===== src/rtl/rd_data_check.sv =====
// Drains one frame from a first-word-fall-through read FIFO and checks it against an incrementing pattern.
// Build option: define RD_CHECK_ERR_CNT_EN to keep the saturating mismatch counter; otherwise err_cnt reads 0.
//
// state  | meaning
// IDLE   | waiting for start; FIFO is never popped
// READ   | popping and comparing one word per valid cycle
// DONE   | one-cycle completion pulse, then back to IDLE
module rd_data_check #(
    parameter int DATA_WIDTH = 16,
    parameter int FRAME_LEN  = 8192,
    parameter int CNT_W      = 16
) (
    input  logic                  rd_clk,
    input  logic                  rd_rst,
    input  logic                  start,
    input  logic [DATA_WIDTH-1:0] seed,
    input  logic                  rd_vld,
    input  logic [DATA_WIDTH-1:0] rd_data,
    output logic                  rd_en,
    output logic                  busy,
    output logic                  done,
    output logic                  err_flag,
    output logic [CNT_W-1:0]      err_cnt
);

    localparam int IDX_W = (FRAME_LEN > 1) ? $clog2(FRAME_LEN) : 1;
    localparam logic [IDX_W-1:0] LAST_IDX = IDX_W'(FRAME_LEN - 1);

    typedef enum logic [1:0] {
        S_IDLE = 2'd0,
        S_READ = 2'd1,
        S_DONE = 2'd2
    } state_t;

    state_t                state;
    state_t                state_nxt;
    logic [DATA_WIDTH-1:0] exp_word;
    logic [IDX_W-1:0]      idx;
    logic                  accept;
    logic                  pop;
    logic                  mismatch;

    always_comb begin
        state_nxt = state;
        rd_en     = 1'b0;
        accept    = 1'b0;
        case (state)
            S_IDLE: begin
                if (start) begin
                    accept    = 1'b1;
                    state_nxt = S_READ;
                end
            end
            S_READ: begin
                rd_en = rd_vld;
                if (rd_vld && (idx == LAST_IDX)) begin
                    state_nxt = S_DONE;
                end
            end
            S_DONE: begin
                state_nxt = S_IDLE;
            end
            default: begin
                state_nxt = S_IDLE;
            end
        endcase
    end

    assign pop      = rd_en;
    assign mismatch = pop && (rd_data != exp_word);
    assign busy     = (state == S_READ);
    assign done     = (state == S_DONE);

    always_ff @(posedge rd_clk) begin
        if (rd_rst) begin
            state    <= S_IDLE;
            exp_word <= '0;
            idx      <= '0;
            err_flag <= 1'b0;
        end else begin
            state <= state_nxt;
            if (accept) begin
                exp_word <= seed;
                idx      <= '0;
                err_flag <= 1'b0;
            end else if (pop) begin
                exp_word <= exp_word + 1'b1;
                idx      <= idx + 1'b1;
                if (mismatch) begin
                    err_flag <= 1'b1;
                end
            end
        end
    end

`ifdef RD_CHECK_ERR_CNT_EN
    logic [CNT_W-1:0] cnt_q;

    // Holds at all-ones once reached so a badly broken frame still reads as "many".
    always_ff @(posedge rd_clk) begin
        if (rd_rst) begin
            cnt_q <= '0;
        end else if (accept) begin
            cnt_q <= '0;
        end else if (mismatch && (cnt_q != '1)) begin
            cnt_q <= cnt_q + 1'b1;
        end
    end

    assign err_cnt = cnt_q;
`else
    assign err_cnt = '0;
`endif

endmodule

===== config.mk =====
export PLATFORM = sky130hd
export DESIGN_NAME = rd_data_check
export DESIGN_NICKNAME = d
export VERILOG_FILES = /design/src/rtl/rd_data_check.sv
export SDC_FILE = /design/constraint.sdc
export NUM_CORES = 1
export LEC_CHECK = 0
export CAP_MARGIN = 5
export CORE_AREA = 5 5 74 76
export DETAILED_ROUTE_END_ITERATION = 16
export DIE_AREA = 0 0 79 81
export PLACE_DENSITY = 0.78
export SETUP_SLACK_MARGIN = 0.3
export SYNTH_ARGS = -nofsm -noshare
export SYNTH_HDL_FRONTEND = slang
export SYNTH_SLANG_ARGS = --single-unit

===== constraint.sdc =====
create_clock -name rd_clk -period 1.62 [get_ports rd_clk]
set_input_delay 0.162 -clock rd_clk [delete_from_list [all_inputs] [get_ports rd_clk]]
set_output_delay 0.162 -clock rd_clk [all_outputs]
set_load 0.05 [all_outputs]

---- Word level (Yosys, flattened, before mapping) ----
Cells that the tools add are included.
word-level totals
  output and inout port bits .............. 20
  logic and storage cells ................. 27
  register bits after elaboration ......... 32
  input bits .............................. 36
operators by class
  equal/unequal tests ..................... 6
  reductions and logical operators ........ 7
  add/sub/neg operators ................... 2
  mux-type cells .......................... 8
operator list
  kind                   count
  $mux 16                2
  $add 16x1->16 const B  1
  $ne 16x16->1           1
  $add 13x1->13 const B  1
  $eq 13x13->1 const B   1
  $mux 2                 2
  $pmux 2 s2             1
  $reduce_and 2->1       2
  $mux 1                 3
  $eq 2x1->1 const B     1
  $eq 2x2->1 const B     1
  $logic_and 1x1->1      2
  $logic_not 2->1        1
  $ne 2x1->1 const B     1
  $ne 2x2->1 const B     1
  $reduce_bool 2->1      1
  $reduce_or 2->1        1

---- Logic depth before layout (Yosys ltp) ----
  depth in word-level cells ............... 4
  mapped depth ............................ 5
  gate-level depth less buffers ........... 5

---- Worst setup path after synthesis ----
OpenSTA, ideal clock, no wires.
  kind .................................... register to register
  start ................................... register state[0]
  end ..................................... register idx[10]
  arrival time ............................ 1583 ps
  setup time .............................. 71 ps
  stages on the path, launching flop included .. 6
  buffers on the path ..................... 0
  setup slack ............................. -33 ps
  clock period less this slack ............ 1653 ps
  required time ........................... 1549 ps
  path through ............................ dfxtp_1 nand2b_1 inv_1 nand4_1 or3_1 a21oi_1
between the ends
  elaborated cells between the ends (all ways) .. 5
  classes of those cells .................. eq/ne: 1; mux: 2; reduce/logical: 2
RTL lines
  item                      line  text
  start: declaration        35    state_t state;
  start signal: assignment  81    state <= state_nxt;
  $eq 2x1->1                --
  via busy                  20    output logic busy,
  $mux 1                    47    case (state)
  end signal: assignment    88    idx <= idx + 1'b1;
  end: declaration          38    logic [IDX_W-1:0] idx;
The timed path passes the listed nets, and every way through them passes these cells.
A chain may end at the register's enable or synchronous reset.

---- Final worst setup path ----
  start ................................... register state[1]
  end ..................................... register exp_word[15]
between the ends
  word-level cells in the longest chain between the ends .. 3
  elaborated cells between the ends (all ways) .. 6
  classes of those cells .................. eq/ne: 1; mux: 3; reduce/logical: 2
ends and longest elaborated chain
  item                                                                  line  text
  $eq 2x1->1 / $logic_not 2->1 (equally long branches)                  47
  $mux 1                                                                47
  $reduce_bool 2->1 (no source line) / $mux 16 (equally long branches)  --
  end signal: assignment                                                87    exp_word <= exp_word + 1'b1;
  end: declaration                                                      37    logic [DATA_WIDTH-1:0] exp_word;
Parallel ways exist; a longest one is shown, timed or not.

==> reports/results.txt <==
# IOs: 56
YS warnings: 0
die area: 6399 um2
Fin. Hold Viols: 0
Die W: 79 um
Critical Path Max Stage Delay: 500 ps
Placer Congestion: 0.8961
max_cap viols: 0
RSZ-0062 raised after global routing: true
Hold-fix buffers, CTS: 0
Synth area leader: dfxtp_1
area grow syn2layout: 59.47%
Post-Syn Area: 1936 um2
DP HPWL: 3593 um
Inserted Diodes: 0
RR Startpoint: state[1]
H-tree lvl count: 2
WL/cell: 18.44 um
DR pass1 iterations: 4
ys async rst share: 0
top_reg_cell synth: dfxtp_1
r2r setup slk: 80 ps
Die H: 81 um
Reg2Reg Depth: 4
final wirelength: 6621 um
Final setup viols: 0
CTS tree: done
clock-pin slew on the worst setup and hold paths: 70 ps
# DRC: 0
crit path launch: state[1]
Rows: 25
CTS Root Cell: clkbuf_8
Critical Path, Cell by Cell: nand3b_4, or4_4, or3_1, a31oi_1
Seq pwr share: 0.408
FMAX: 650.1 MHz
worst-skew pair later-pin latency: 290 ps
status: finished clean
Clock power frac: 0.300
fin crit period: 1538 ps
initial core utilization: 0.4153
vias in the first global route: 2014
skew final: 5.694 ps
internal power: 1.484 mW
global-route usage over all layers: 0.2009
initial antenna violation count: 0
crit path max-delay cell type: or4_4
power density cells: 706.9 nW/um2
Post-synth EDFFs: 0
maximum vdd ir drop: 0.4736 mV
CP Buf/Inv Count: 0
#FFs+latches synth: 32
Crit path required time: 1840 ps
setup TNS: 0 ps
combinational share of power: 0.292
most frequent cell after synthesis: dfxtp_1
P_leak: 1.165 nW
worst hold margin: 478.0 ps
first-pass GRT wire length: 9908 um
CTS Buf Count: 5
sequential area share after synthesis: 0.3310
Critical Path Start Type: flop
Crit path depth: 4
Synth top area share: 0.3310
DR vias/cell: 5.669
total grt overflow: 0
Nets: 342
I/O Buffers: 39
period utilization: 0.9495
fin. max-slew vios: 0
Top delay family on crit path: simple AND/OR/NAND/NOR gates
Setup crit end: exp_word[15]
Sw Ratio: 0.3197
Setup crit end kind: flop
Hold WC Path Type: reg -> reg
Routed Antenna Nets: 0
RR Endpoint: exp_word[15]
total net switching power: 0.6976 mW
syn_area_per_cell: 8.343 um2
initial drt markers: 218
Synth cell types: 43
crit path DAT: 1760 ps
top cells by area in the synthesized netlist: dfxtp_1 (33%), xnor2_1 (13%), buf_4 (7.0%)
layout cells sized above 1: 0.3279
Synth top cells by count: dfxtp_1 (32), xnor2_1 (28), buf_4 (18)
Placeable Area: 4661 um2
kind of critical path: reg -> reg
pin count of the biggest net entering global routing: 18
clock tree sinks: 32
clk buf depth: 2
gate count of the mapped netlist: 232
Vias: 2035
Max FO, Critical Path: 3
## power groups by stage
stage | Clock (mW) | Sequential, mW | Combinational [mW]
2_1_floorplan | 0 | 0.894 | 0.332
3_3_place_gp | 0 | 0.905 | 0.441
3_5_place_dp | 0 | 0.909 | 0.448
4_1_cts | 0.657 | 0.889 | 0.580
5_1_grt | 0.701 | 0.893 | 0.667
6_report | 0.655 | 0.890 | 0.637
## area by class of cell
class                           instances  area [um2]
Clock buffer                            8       90.09
Fill cell                             341        1574
Inverter                                8       38.79
Multi-Input combinational cell        180        1371
Sequential cell                        32       678.2
Tap cell                               54       67.56
Timing Repair Buffer                   77       840.8
## worst register-to-register path, cell delays in order, from the launching register on
cell and delay (ps):
dfxtp_2 330, nand3b_4 170, or4_4 500, or3_1 330
a31oi_1 140
## sequential cells by signal, indices dropped and copies added, names as in the netlist
register	cells
err_flag	1
exp_word	16
idx	13
state	2
## layout by cell type, fill, tap and decap left out, types with 2 or more instances in the layout
master / Yosys / final
buf_4: 18 / 24
inv_1: 7 / 6
dfxtp_4: 0 / 8
clkbuf_1: 4 / 2
dfxtp_1: 32 / 18
a21oi_2: 0 / 2
buf_6: 3 / 7
nand3_1: 7 / 5
nor2_1: 16 / 12
buf_12: 0 / 6
nor3_4: 0 / 4
nand4_1: 13 / 13
xor2_1: 6 / 6
or3_1: 5 / 5
nor3_2: 0 / 2
o21ai_0: 13 / 5
clkbuf_8: 0 / 6
nand2_1: 16 / 15
conb_1: 1 / 16
and4_1: 3 / 3
nor4_4: 0 / 3
buf_8: 0 / 2
nor4_1: 5 / 2
a211oi_1: 5 / 2
nor2_4: 0 / 4
a31oi_1: 3 / 3
a21oi_1: 11 / 8
clkdlybuf4s50_1: 0 / 34
buf_16: 0 / 3
a211oi_2: 0 / 3
xnor2_1: 28 / 28
dfxtp_2: 0 / 6
o21ai_2: 0 / 2
o21ai_1: 0 / 6
nor3_1: 10 / 4
## per-layer routing
layer	GRT usage	routed length, um	part of all wire	up-vias
met1	0.2306	2496	0.38	985
li1	-	-	-	942
met5	0	0	0	-
met2	0.3527	3446	0.52	87
met4	0.09966	241	0.036	0
met3	0.04435	437	0.066	21
## metrics by stage
stage / setup slack (ps) / cells / util / total power, mW / area [um2]
2_1_floorplan: 113.6 / 247 / - / 1.226 / 2053
4_1_cts: 129.1 / 352 / 0.6328 / 2.126 / 2949
3_3_place_gp: -227.7 / 328 / 0.5240 / 1.347 / 2442
3_5_place_dp: -222.0 / 328 / 0.5240 / 1.357 / 2442
5_1_grt: 29.12 / 359 / 0.6623 / 2.262 / 3087
6_report: 81.76 / 359 / 0.6623 / 2.182 / 3087
## timing repair
action                                  CTS  global route
pin swaps                                15            13
resized for setup                        55            24
cloned                                    3             0
endpoints found under the setup margin   33            35
setup buffers                            13             7
## cell families (layout without fill, tap and decap cells)
family / count (synthesis) / count (layout) / synth area share
adder cells (fa/ha/maj): 2 / 2 / 0.01293
AND/OR/NAND/NOR: 87 / 87 / 0.2495
buffers and inverters: 35 / 93 / 0.1176
multiplexers: 2 / 2 / 0.01099
XOR/XNOR: 34 / 34 / 0.1538
flip-flops: 32 / 32 / 0.3310
other: 1 / 16 / 0.001937
AO/OA/AOI/OAI: 39 / 39 / 0.1222
## worst min path at each step
stage / depth (start not counted) / from / to / slack (ps)
final: 2 / idx[11] / idx[11] / 480
after global routing: 3 / seed[9] / exp_word[9] / 510
after detailed placement: 2 / idx[11] / idx[11] / 470
after floorplan: 2 / seed[13] / exp_word[13] / 300
after CTS: 3 / seed[12] / exp_word[12] / 470
after global placement: 2 / err_flag / err_flag / 460
No activity file was read; power rests on OpenSTA's default activity.
